`src/rtl/mem_wb_skid.sv`:
```
// MEM->WB pipeline register built as a two-entry skid buffer (main/head + skid).
// Optional feature macro: MEM_WB_X0_SUPPRESS_EN (drop RegWrite for entries targeting x0).
module mem_wb_skid #(
  parameter int unsigned XLEN = 64,
  parameter int unsigned RD_W = 5
) (
  input  logic            clk,
  input  logic            reset,
  input  logic            flush,
  input  logic            in_valid,
  output logic            in_ready,
  input  logic            RegWrite,
  input  logic            MemtoReg,
  input  logic [XLEN-1:0] Dataout_Memory,
  input  logic [XLEN-1:0] AluOut_in,
  input  logic [RD_W-1:0] Rd_in,
  output logic            out_valid,
  input  logic            out_ready,
  output logic            RegWrite_Out,
  output logic            MemtoReg_Out,
  output logic [XLEN-1:0] DataOut,
  output logic [XLEN-1:0] AluOut,
  output logic [RD_W-1:0] Rd_out,
  output logic [XLEN-1:0] WbData,
  output logic [1:0]      occupancy
);

  typedef struct packed {
    logic            regWrite;
    logic            memToReg;
    logic [XLEN-1:0] memData;
    logic [XLEN-1:0] aluData;
    logic [RD_W-1:0] rd;
  } entry_t;

  typedef enum logic [1:0] {
    EMPTY = 2'd0,
    ONE   = 2'd1,
    TWO   = 2'd2
  } state_t;

  state_t state;
  state_t nextState;

  logic   accept;
  logic   pop;
  logic   loadMainIn;
  logic   loadMainSkid;
  logic   loadSkid;
  logic   clearHead;
  logic   nextInReady;
  logic   nextOutValid;
  logic [1:0] nextOccupancy;

  entry_t inEntry;
  entry_t skid;
  entry_t headSrc;

  assign accept = in_valid & in_ready;
  assign pop    = out_valid & out_ready;

  // Incoming entry, with RegWrite optionally squashed for writes to x0.
  always_comb begin
    inEntry.memToReg = MemtoReg;
    inEntry.memData  = Dataout_Memory;
    inEntry.aluData  = AluOut_in;
    inEntry.rd       = Rd_in;
`ifdef MEM_WB_X0_SUPPRESS_EN
    inEntry.regWrite = RegWrite & (Rd_in != RD_W'(0));
`else
    inEntry.regWrite = RegWrite;
`endif
  end

  // State register; status outputs are registered alongside it.
  always_ff @(posedge clk or negedge reset) begin
    if (!reset) begin
      state     <= EMPTY;
      in_ready  <= 1'b0;
      out_valid <= 1'b0;
      occupancy <= 2'd0;
    end else begin
      state     <= nextState;
      in_ready  <= nextInReady;
      out_valid <= nextOutValid;
      occupancy <= nextOccupancy;
    end
  end

  // Next-state logic; flush overrides every other event.
  always_comb begin
    nextState = state;
    if (flush) begin
      nextState = EMPTY;
    end else begin
      unique case (state)
        EMPTY: if (accept) nextState = ONE;
        ONE: begin
          if (accept && !pop)      nextState = TWO;
          else if (!accept && pop) nextState = EMPTY;
        end
        TWO:     if (pop) nextState = ONE;
        default: nextState = EMPTY;
      endcase
    end
  end

  // Datapath actions and next values of the registered status outputs.
  always_comb begin
    loadMainIn    = 1'b0;
    loadMainSkid  = 1'b0;
    loadSkid      = 1'b0;
    clearHead     = 1'b0;
    nextInReady   = (nextState != TWO);
    nextOutValid  = (nextState != EMPTY);
    nextOccupancy = 2'(nextState);
    if (flush) begin
      clearHead = 1'b1;
    end else begin
      unique case (state)
        EMPTY: loadMainIn = accept;
        ONE: begin
          if (accept && pop)  loadMainIn = 1'b1;
          else if (accept)    loadSkid   = 1'b1;
          else if (pop)       clearHead  = 1'b1;
        end
        TWO:     loadMainSkid = pop;
        default: clearHead    = 1'b1;
      endcase
    end
  end

  assign headSrc = loadMainSkid ? skid : inEntry;

  // Head and skid storage; WB data mux is precomputed so WbData is a flop.
  always_ff @(posedge clk or negedge reset) begin
    if (!reset) begin
      skid         <= '0;
      RegWrite_Out <= 1'b0;
      MemtoReg_Out <= 1'b0;
      DataOut      <= '0;
      AluOut       <= '0;
      Rd_out       <= '0;
      WbData       <= '0;
    end else begin
      if (loadSkid) begin
        skid <= inEntry;
      end
      if (loadMainIn || loadMainSkid) begin
        RegWrite_Out <= headSrc.regWrite;
        MemtoReg_Out <= headSrc.memToReg;
        DataOut      <= headSrc.memData;
        AluOut       <= headSrc.aluData;
        Rd_out       <= headSrc.rd;
        WbData       <= headSrc.memToReg ? headSrc.memData : headSrc.aluData;
      end else if (clearHead) begin
        // Control bits drop to 0; WbData tracks AluOut since MemtoReg_Out is now 0.
        RegWrite_Out <= 1'b0;
        MemtoReg_Out <= 1'b0;
        WbData       <= AluOut;
      end
    end
  end

endmodule

```
`config.mk`:
```
export PLATFORM = sky130hd
export DESIGN_NAME = mem_wb_skid
export DESIGN_NICKNAME = d
export VERILOG_FILES = /design/src/rtl/mem_wb_skid.sv
export SDC_FILE = /design/constraint.sdc
export NUM_CORES = 1
export LEC_CHECK = 0
export BUFFER_PORTS_ARGS = -buffer_cell sky130_fd_sc_hd__buf_2
export CAP_MARGIN = 20
export CORE_MARGIN = 1.5
export CORE_UTILIZATION = 60
export DETAILED_ROUTE_END_ITERATION = 16
export HOLD_SLACK_MARGIN = 0.1
export PLACE_DENSITY = 0.86
export SLEW_MARGIN = 20
export SYNTH_ARGS = -nofsm -noshare
export SYNTH_HDL_FRONTEND = slang
export SYNTH_SLANG_ARGS = --single-unit
```
`constraint.sdc`:
```
create_clock -name clk -period 3.9 [get_ports clk]
set_input_delay 0.195 -clock clk [delete_from_list [all_inputs] [get_ports clk]]
set_output_delay 0.195 -clock clk [all_outputs]
set_load 0.02 [all_outputs]
```
Yosys cells after proc, flatten, opt, wreduce, memory -nomap -nowiden
Cells that the tools add are included.

Output and inout port bits: 203. Input port bits: 140. Bits in registers: 338.

Bitwise operators: 2. Reductions and logical operators: 10. Muxes and demuxes: 27. Equality and inequality tests: 3.

Operators by type and width (count): two-way mux 64 bit (3); two-way mux 135 bit (1); two-way mux 1 bit (15); two-way mux 2 bit (5); case mux 2 bit (3 select lines) (1); case mux 1 bit (2 select lines) (2); nonzero test 2 bit (2); logical AND 1 bit (3); AND 1 bit (2); == test 2 x 1 -> 1 bit, second input constant (1); == test 2 bit, second input constant (1); zero test 1 bit (2); zero test 2 bit (1); inequality test 2 bit, second input constant (1); OR reduction 2 bit (1); logical OR 1 bit (1).

Depth between registers and ports, before layout
Gate-level depths: netlist of the first run.

Depth in word-level cells: 8. Gate-level depth with buffers: 8. Depth with buffers taken out: 4.

Least setup slack after synthesis of the first run
Ideal clock, no wire load.

Path kind: register to register. From: register state[1]. To: register skid[122] (netlist name). Arrival: 1850 ps. Required time: 3772 ps. Buffers on the path: 4. Slack: 1923 ps. Period minus slack after synthesis: 1977 ps. Library setup time: 128 ps. Stages on the path, launching flop included: 8. Cell sequence: dfrtp_1 > buf_2 > and4bb_1 > buf_4 > nand3_4 > buf_2 > buf_2 > mux2_1.

Word-level cells in the longest chain between the ends: 3.

RTL lines: start, declared (line 42) `state_t state;`; start signal, assigned (line 83) `state <= nextState;`; == test 2 x 1 -> 1 bit (line 120) `unique case (state)`; two-way mux 1 bit (line 120); two-way mux 1 bit (line 117) `if (flush) begin`; end signal, assigned (line 147) `skid <= inEntry;`; end, declared (line 56) `entry_t skid;`.

No other way between the ends. A chain may end at the register's enable or synchronous reset.

Worst setup path in the final report of the first run
From: register state[0]. To: register DataOut[19].

Word-level cells in the longest chain between the ends: 4. Elaborated cells on any way between the ends: 9.

RTL lines: == test 2 x 1 -> 1 bit, or another cell as far along (line 120); case mux 1 bit (2 select lines) or two-way mux 1 bit (tied branches) (line 120); two-way mux 1 bit (line 117); logical OR 1 bit or two-way mux 135 bit (tied branches) (line 149, 133); end signal, assigned (line 152) `DataOut <= headSrc.memData;`; end, declared (line 21) `output logic [XLEN-1:0] DataOut,`.

Parallel ways exist; a longest one is shown, timed or not.

==> impl_metrics.toml, run 1 <==
[critical_path]
r2r.worst_path.cells = 5
crit_fanout = 49
cp_num_cells = 5
critical_path_arrival_ns = 3.60
slowest_stage = "a21bo_4"
start_kind = "flop"
critPathTopFamily = "compound AO/OA/AOI/OAI gates"
crit_type = "flop to flop"
path_cells = "a21bo_4 > nand2_4 > buf_12 > mux2i_1 > o21ai_0"
cp-end-kind = "flop"
cpPeakStageDelay_ns = 0.88
path_buf_inv = 1
required_ns = 4.28

[yosys]
synth_top_area_frac = 0.479
ys_types = 39
synth.avg_cell_area_um2 = 10.6
syn-num-nets = 1804
ys_top_cells_by_area = "dfrtp_1, nand2_1, mux2_2, o211ai_1, mux2i_1"
yosysTopAreaCell = "dfrtp_1"
synth_most_common_cell = "dfrtp_1"
ys_seq_elements = 338
synth_edf_count = 0
syn_inst = 1664
synth_ff_type = "dfrtp_1"
synth_async_sr_flop_share = 1.00
synth_area_um2 = 17600
synth_common_cells = "dfrtp_1, nand2_1, o211ai_1, mux2_2, clkbuf_1"
yosysWarnings = 0
seq_area_frac_synth = 0.479

[die]
num_io_pins = 343
initial_core_util = 0.611
die-height_um = 174
die-area_um2 = 30400
die_w_um = 174
row_count = 62
core_um2 = 28900

[sta]
fin_hold_ws_ns = 0.164
period_minus_slack_ns = 3.22
setup_viol = 0
rsz0062_at_grt = "false"
clock_skew_ns = 0.0202
fmax_ghz = 0.310
period_share = 0.826
slew_headroom = 0.272
hold_violations = 0
tightest_slew_ns = 1.09
setup_tns_ns = 0
drv_slew = 0

[clock_network]
htree_num_levels = 2
cts_made_buffers = 37
cts_tree = "built"
cts.clk_slew.worst_paths_ns = 0.06
postCtsSetupRepairBufs = 0
cts_sinks = 338
clock-root-buffer = "clkbuf_16"
clk_latency_ns = 0.53
clock_path_buffers = 3

[routing]
drc = 0
ant_nets = 0
drt_pass1_iterations = 12
vias_per_cell = 6.92
wire_per_inst_um = 25.1
vias = 16959
drt_wl_total_mm = 61.4
drt_iter0_drc = 2372

[pwr]
p_per_area_nw_per_um2 = 648
irDropWorstVdd_mv = 0.418
p_leak_uw = 0.0100

[finish]
area_delta_synth_final_pct = 25.0
layoutNonFillerInstCount = 2452
postLayoutCellArea_um2 = 22000
finish.net_count = 2179
drive_above_1_share = 0.276

[global_routing]
antenna_found_initial = 2
grt_max_degree = 120
grt_remaining_overflow = 0
first_global_vias = 17106
grt_pass1_wl_mm = 96.2
grt_use_total = 0.400

[worst_hold_path]
holdPathStages = 4
hold_path.class = "input port to flop"

[place]
placed_cell_area_um2 = 19400
placement.io_buffers = 342
gp_congestion = 0.862
dp_hpwl_mm = 34.5
dp_cells = 2246

[outcome]
status = "finished, final reports clean"

[job]
maxCapViolations = 0
-- logic make-up (layout without fill, tap and decap cells) --
family / Yosys count / in the layout / share of synthesized area
DFF: 338 / 338 / 0.479
and+or+nand+nor: 468 / 468 / 0.129
buffers and inverters: 183 / 585 / 0.0489
other: 0 / 2 / 0
AOI/OAI and AO/OA: 470 / 470 / 0.217
muxes: 205 / 205 / 0.126
-- per-layer routing --
layer,vias up,track usage,part of all wire
met1,8140,0.514,0.36
met4,0,0.242,0.064
met3,344,0.0836,0.11
met5,-,0,0
li1,6993,-,-
met2,1482,0.625,0.46
-- power by group --
part           total [uW]  internal [uW]  leakage (uW)  switching [uW]
logic                4500           1920       0.00532            2570
clock network        3600           2120      0.000615            1480
registers            6190           4840       0.00408            1350
-- flip-flops by register name, summed over array words and instances (netlist names) --
name,count
skid,135
RegWrite_Out,1
out_valid,1
Rd_out,5
in_ready,1
state,2
WbData,64
MemtoReg_Out,1
DataOut,64
AluOut,64
-- cell usage in the layout (no fill, tap or decap), drive strengths merged, types with 2 or more instances in the layout --
master / Yosys / final
buf: 89 / 376
dfrtp: 338 / 338
nand2: 329 / 329
dlygate4sd3: 0 / 138
mux2: 135 / 135
o211ai: 128 / 128
o21ai: 73 / 73
mux2i: 70 / 70
a22oi: 68 / 68
a221o: 65 / 65
nor2b: 64 / 64
nor4b: 64 / 64
a221oi: 64 / 64
a2bb2oi: 64 / 64
clkbuf: 89 / 54
clkinv: 0 / 9
inv: 5 / 6
nor2: 3 / 3
diode: 0 / 2
nand3: 2 / 2
a21oi: 2 / 2
bufinv: 0 / 2
a21o: 2 / 2
-- stage by stage --
step | power, uW | utilization | setup WS (ns)
floorplan | 8630 | - | 1.92
global placement | 10100 | 0.673 | 0.981
detailed placement | 10400 | 0.673 | 0.937
CTS | 14000 | 0.764 | 0.920
global route | 14800 | 0.764 | 0.662
finish | 14300 | 0.764 | 0.678
-- worst register-to-register path: cells and delay by family (launching register included) --
kind            cells  cell delay (ns)
compound gates      2             1.24
flops               1             0.80
simple gates        1             0.54
buf+inv             1             0.35
mux                 1             0.15
-- path summary, 6_finish.rpt --
path	startpoint	end	slack (ns)
min in group asynchronous	reset	DataOut[6]	0.32
min	in_valid	state[1]	0.16
max in group asynchronous	reset	skid[92]	2.38
max	state[0]	DataOut[19]	0.68
max reg2reg	state[0]	DataOut[19]	0.68
min reg2reg	skid[4]	Rd_out[4]	0.49
-- layout make-up --
type / count / area (um2)
Tap cell: 384 / 480
Timing Repair Buffer: 514 / 3460
Multi-Input combinational cell: 1143 / 8390
Clock buffer: 54 / 1110
Clock inverter: 12 / 118
Sequential cell: 338 / 8460
Inverter: 5 / 18.8
Antenna cell: 2 / 5.00
Fill cell: 1826 / 6810
-- timing repair --
item | CTS | global route
gates resized for setup | 0 | 0
hold buffers | 138 | 0
hold endpoints to repair | 370 | 0
No activity file was read; power rests on OpenSTA's default activity.
==> run 2, diff against run 1 <==
- CORE_UTILIZATION: 60 -> 51
- PLACE_DENSITY: 0.86 -> 0.78
- clock period: 3.9 -> 2.6 ns (I/O delays scaled with it)
==> impl_metrics.toml, run 2 (same netlist as run 1, synthesis figures left out) <==
[routing]
wire_per_inst_um = 23.8
drt_iter0_drc = 1948
drt_pass1_iterations = 7
drt_wl_total_mm = 60.3
vias = 16508
drc = 0
ant_nets = 0
vias_per_cell = 6.53

[sta]
period_minus_slack_ns = 2.30
tightest_slew_ns = 0.867
hold_violations = 0
fmax_ghz = 0.434
period_share = 0.886
drv_slew = 0
clock_skew_ns = 0.0185
setup_tns_ns = 0
setup_viol = 0
slew_headroom = 0.422
rsz0062_at_grt = "false"

[pwr]
clkPwrFrac = 0.256
sw_frac_of_total = 0.367
power.switching_uw = 7840
p_per_area_nw_per_um2 = 954
comb_power_share = 0.319
p_int_uw = 13500
p_seq_frac = 0.425
p_leak_uw = 0.0101
irDropWorstVdd_mv = 0.596

[worst_hold_path]
hold_path.class = "input port to flop"

[global_routing]
grt_use_total = 0.333
grt_pass1_wl_mm = 94.3
first_global_vias = 16736
grt_max_degree = 81
grt_remaining_overflow = 0
antenna_found_initial = 2

[critical_path]
critical_path_arrival_ns = 2.69
r2r_setup_slack_ns = 0.30
slowest_stage = "nor4b_1"
path_cells = "nand3_4 > buf_12 > nor4b_1 > a221o_1 > a2bb2oi_2"
critPathTopFamily = "simple AND/OR/NAND/NOR gates"
cpPeakStageDelay_ns = 0.58
setup.worst_path.end = "WbData[17]"
crit_type = "flop to flop"
r2r-end = "WbData[17]"
path_buf_inv = 1
crit_start = "out_valid"
cp_num_cells = 5
r2r-start = "out_valid"
cp-end-kind = "flop"
r2r.worst_path.cells = 5
start_kind = "flop"
required_ns = 2.99
crit_fanout = 29

[place]
gp_congestion = 0.875
dp_hpwl_mm = 35.5
placement.io_buffers = 342
dp_cells = 2324

[finish]
finish.net_count = 2194
post-route-util = 0.663
largest_register = "skid"
drive_above_1_share = 0.280
layoutNonFillerInstCount = 2529
largest_reg_flops = 135
layout_common_cells = "buf_2, dfrtp_1, nand2_1, dlygate4sd3_1, o211ai_1"
layout_commonest_cell = "buf_2"
area_delta_synth_final_pct = 27.0

[die]
initial_core_util = 0.522
die-area_um2 = 35700
die_w_um = 189
num_io_pins = 343
die-height_um = 189
row_count = 67
core_um2 = 33800

[clock_network]
clock-root-buffer = "clkbuf_16"
clock_path_buffers = 3
cts_sinks = 338
cts.clk_slew.worst_paths_ns = 0.06
cts_tree = "built"
cts_made_buffers = 38
clk_latency_ns = 0.52
htree_num_levels = 2

[outcome]
status = "finished, final reports clean"

[job]
maxCapViolations = 0
==> run 2: changes by cell type in the layout (fill, tap and decap cells not counted), moves of 2 or more <==
cell / change
buf_4: +4
clkbuf_8: +2
clkbuf_16: +2
buf_12: +10
clkinv_2: -5
dfrtp_2: -2
dfrtp_4: +2
==> run 2: cell type report <==
cell class	instances	area [um2]
Fill cell	2448	11400
Sequential cell	338	8470
Multi-Input combinational cell	1143	8390
Timing Repair Buffer	528	3690
Clock buffer	59	1190
Tap cell	448	561
Clock inverter	6	82.6
Inverter	5	18.8
Antenna cell	2	5.00
==> run 2: per-layer routing <==
metal | routed length, um | GRT usage | share of wire
met4 | 3060 | 0.181 | 0.051
met5 | 0 | 0 | 0
met3 | 5840 | 0.0628 | 0.097
met2 | 27800 | 0.522 | 0.46
met1 | 23600 | 0.439 | 0.39
==> run 2: power by group through the flow <==
stage / Sequential, uW / Combinational [uW] / Clock [uW]
6_report: 9080 / 6810 / 5480
5_1_grt: 9280 / 7250 / 5780
3_5_place_dp: 9050 / 6570 / 0
4_1_cts: 8980 / 6750 / 5520
2_1_floorplan: 9700 / 3250 / 0
3_3_place_gp: 8920 / 6370 / 0
==> run 2: worst reg2reg max path: stages, from the launching register on <==
cell and delay (ns):
dfrtp_1 0.52, nand3_4 0.42, buf_12 0.36, nor4b_1 0.59, a221o_1 0.23, a2bb2oi_2 0.06
==> run 2: worst min path at each step <==
stage	from	to	slack, ns	cells after the start
after floorplan	reset	AluOut[0]	-0.17	0
after global placement	reset	skid[76]	0.17	1
after detailed placement	reset	DataOut[7]	0.18	1
after CTS	in_valid	out_valid	0.12	4
after global routing	in_valid	out_valid	0.16	4
final	in_valid	out_valid	0.15	4
==> run 2: metrics by stage <==
| step | setup WS [ns] | hold slack (ns) | cell area [um2] | total power [uW] |
|---|---|---|---|---|
| floorplan | 0.623 | -0.166 | 17600 | 12900 |
| global placement | 0.414 | 0.170 | 19800 | 15300 |
| detailed placement | 0.375 | 0.178 | 19800 | 15600 |
| CTS | 0.358 | 0.121 | 22400 | 21300 |
| global route | 0.224 | 0.156 | 22400 | 22300 |
| finish | 0.297 | 0.147 | 22400 | 21400 |
==> run 2: repair_timing <==
item / in CTS / in global routing
setup buffers: 0 / 0
gates resized for setup: 0 / 0
hold buffers: 138 / 0
endpoints found under the hold margin: 369 / 0
setup endpoints to repair: 0 / 0
==> run 3, diff against run 2 <==
- GPL_TIMING_DRIVEN: not set -> 1
- RECOVER_POWER: not set -> 25
==> impl_metrics.toml, run 3 (same netlist as run 1, synthesis figures left out) <==
[critical_path]
critical_path_arrival_ns = 2.67
required_ns = 2.99
start_kind = "flop"
crit_fanout = 29
crit_type = "flop to flop"
cp-end-kind = "flop"

[routing]
drt_pass1_iterations = 6
drt_wl_total_mm = 60.3
vias_per_cell = 6.52
drt_iter0_drc = 1991
ant_nets = 0
vias = 16479
wire_per_inst_um = 23.8
drc = 0

[die]
num_io_pins = 343
initial_core_util = 0.522
die-area_um2 = 35700
die_w_um = 189
die-height_um = 189
row_count = 67
core_um2 = 33800

[sta]
rsz0062_at_grt = "false"
setup_viol = 0
period_share = 0.876
fmax_ghz = 0.439
slew_headroom = 0.149
clock_skew_ns = 0.0190
hold_violations = 0
tightest_slew_ns = 1.28
setup_tns_ns = 0
drv_slew = 0
period_minus_slack_ns = 2.28
finalWorstSetupSlack_ns = 0.321

[clock_network]
cts_made_buffers = 38
ctsHoldBuffers = 138
ctsResizeCount = 0
clock_path_buffers = 3
htree_num_levels = 2
postCtsSetupRepairBufs = 0
cts_tree = "built"
clk_latency_ns = 0.52
cts.clk_slew.worst_paths_ns = 0.06
clock-root-buffer = "clkbuf_16"
cts_sinks = 338

[worst_hold_path]
hold_path.class = "input port to flop"

[global_routing]
first_global_vias = 16736
grt_max_degree = 81
grt_use_total = 0.333
grt_pass1_wl_mm = 94.3
antenna_found_initial = 2
grt_remaining_overflow = 0

[place]
dp_hpwl_mm = 35.5
post-place-ws_ns = 0.375
gp_congestion = 0.875
placement.io_buffers = 342

[pwr]
p_per_area_nw_per_um2 = 956
p_leak_uw = 0.0101
power.total_uw = 21400
irDropWorstVdd_mv = 0.595

[finish]
post-route-util = 0.662
area_delta_synth_final_pct = 26.8
layout_common_cells = "buf_2, dfrtp_1, nand2_1, dlygate4sd3_1, o211ai_1"
largest_reg_flops = 135
layout_commonest_cell = "buf_2"
largest_register = "skid"
drive_above_1_share = 0.278
finish.net_count = 2194

[job]
maxCapViolations = 0

[outcome]
status = "finished, final reports clean"
==> run 3: final timing paths <==
kind	slack, ns	cells past startpoint	startpoint	end
min reg2reg	0.48	2	skid[3]	Rd_out[3]
max	0.32	5	out_valid	WbData[17]
min	0.15	4	in_valid	out_valid
max in group asynchronous	0.71	3	reset	WbData[44]
max reg2reg	0.32	5	out_valid	WbData[17]
min in group asynchronous	0.20	2	reset	WbData[11]
==> run 3: final cells by class <==
| cell class | count | area [um2] |
|---|---|---|
| well taps | 448 | 561 |
| fillers | 2460 | 11400 |
| inverters | 5 | 18.8 |
| multi-input cells | 1143 | 8390 |
| clock buffers | 59 | 1190 |
| diodes | 2 | 5.00 |
| clock inverters | 6 | 82.6 |
| flip-flops and latches | 338 | 8470 |
| repair buffers | 528 | 3650 |
==> run 3: report_power, final <==
part / total (uW) / internal [uW] / switching [uW]
logic: 6810 / 2930 / 3880
registers: 9080 / 7260 / 1820
clock network: 5500 / 3340 / 2160
==> run 3: worst max-delay path, cell delays in order (launching register included) <==
cell and delay, ns:
dfrtp_1 0.52, nand3_4 0.42, buf_12 0.35, nor4b_1 0.56, a221o_1 0.23, a2bb2oi_2 0.06
==> run 3: metal layers <==
layer | vias to the layer above | part of all wire | global-route usage
met4 | 0 | 0.050 | 0.181
li1 | 7024 | - | -
met5 | - | 0 | 0
met1 | 8095 | 0.39 | 0.439
met3 | 224 | 0.094 | 0.0628
met2 | 1136 | 0.46 | 0.522
==> run 3: metrics by stage <==
| step | area, um2 | cells | hold slack (ns) |
|---|---|---|---|
| floorplan | 17600 | 1664 | -0.166 |
| global route | 22400 | 2529 | 0.156 |
| finish | 22400 | 2529 | 0.148 |
| detailed placement | 19800 | 2324 | 0.178 |
| CTS | 22400 | 2527 | 0.121 |
| global placement | 19800 | 2324 | 0.170 |
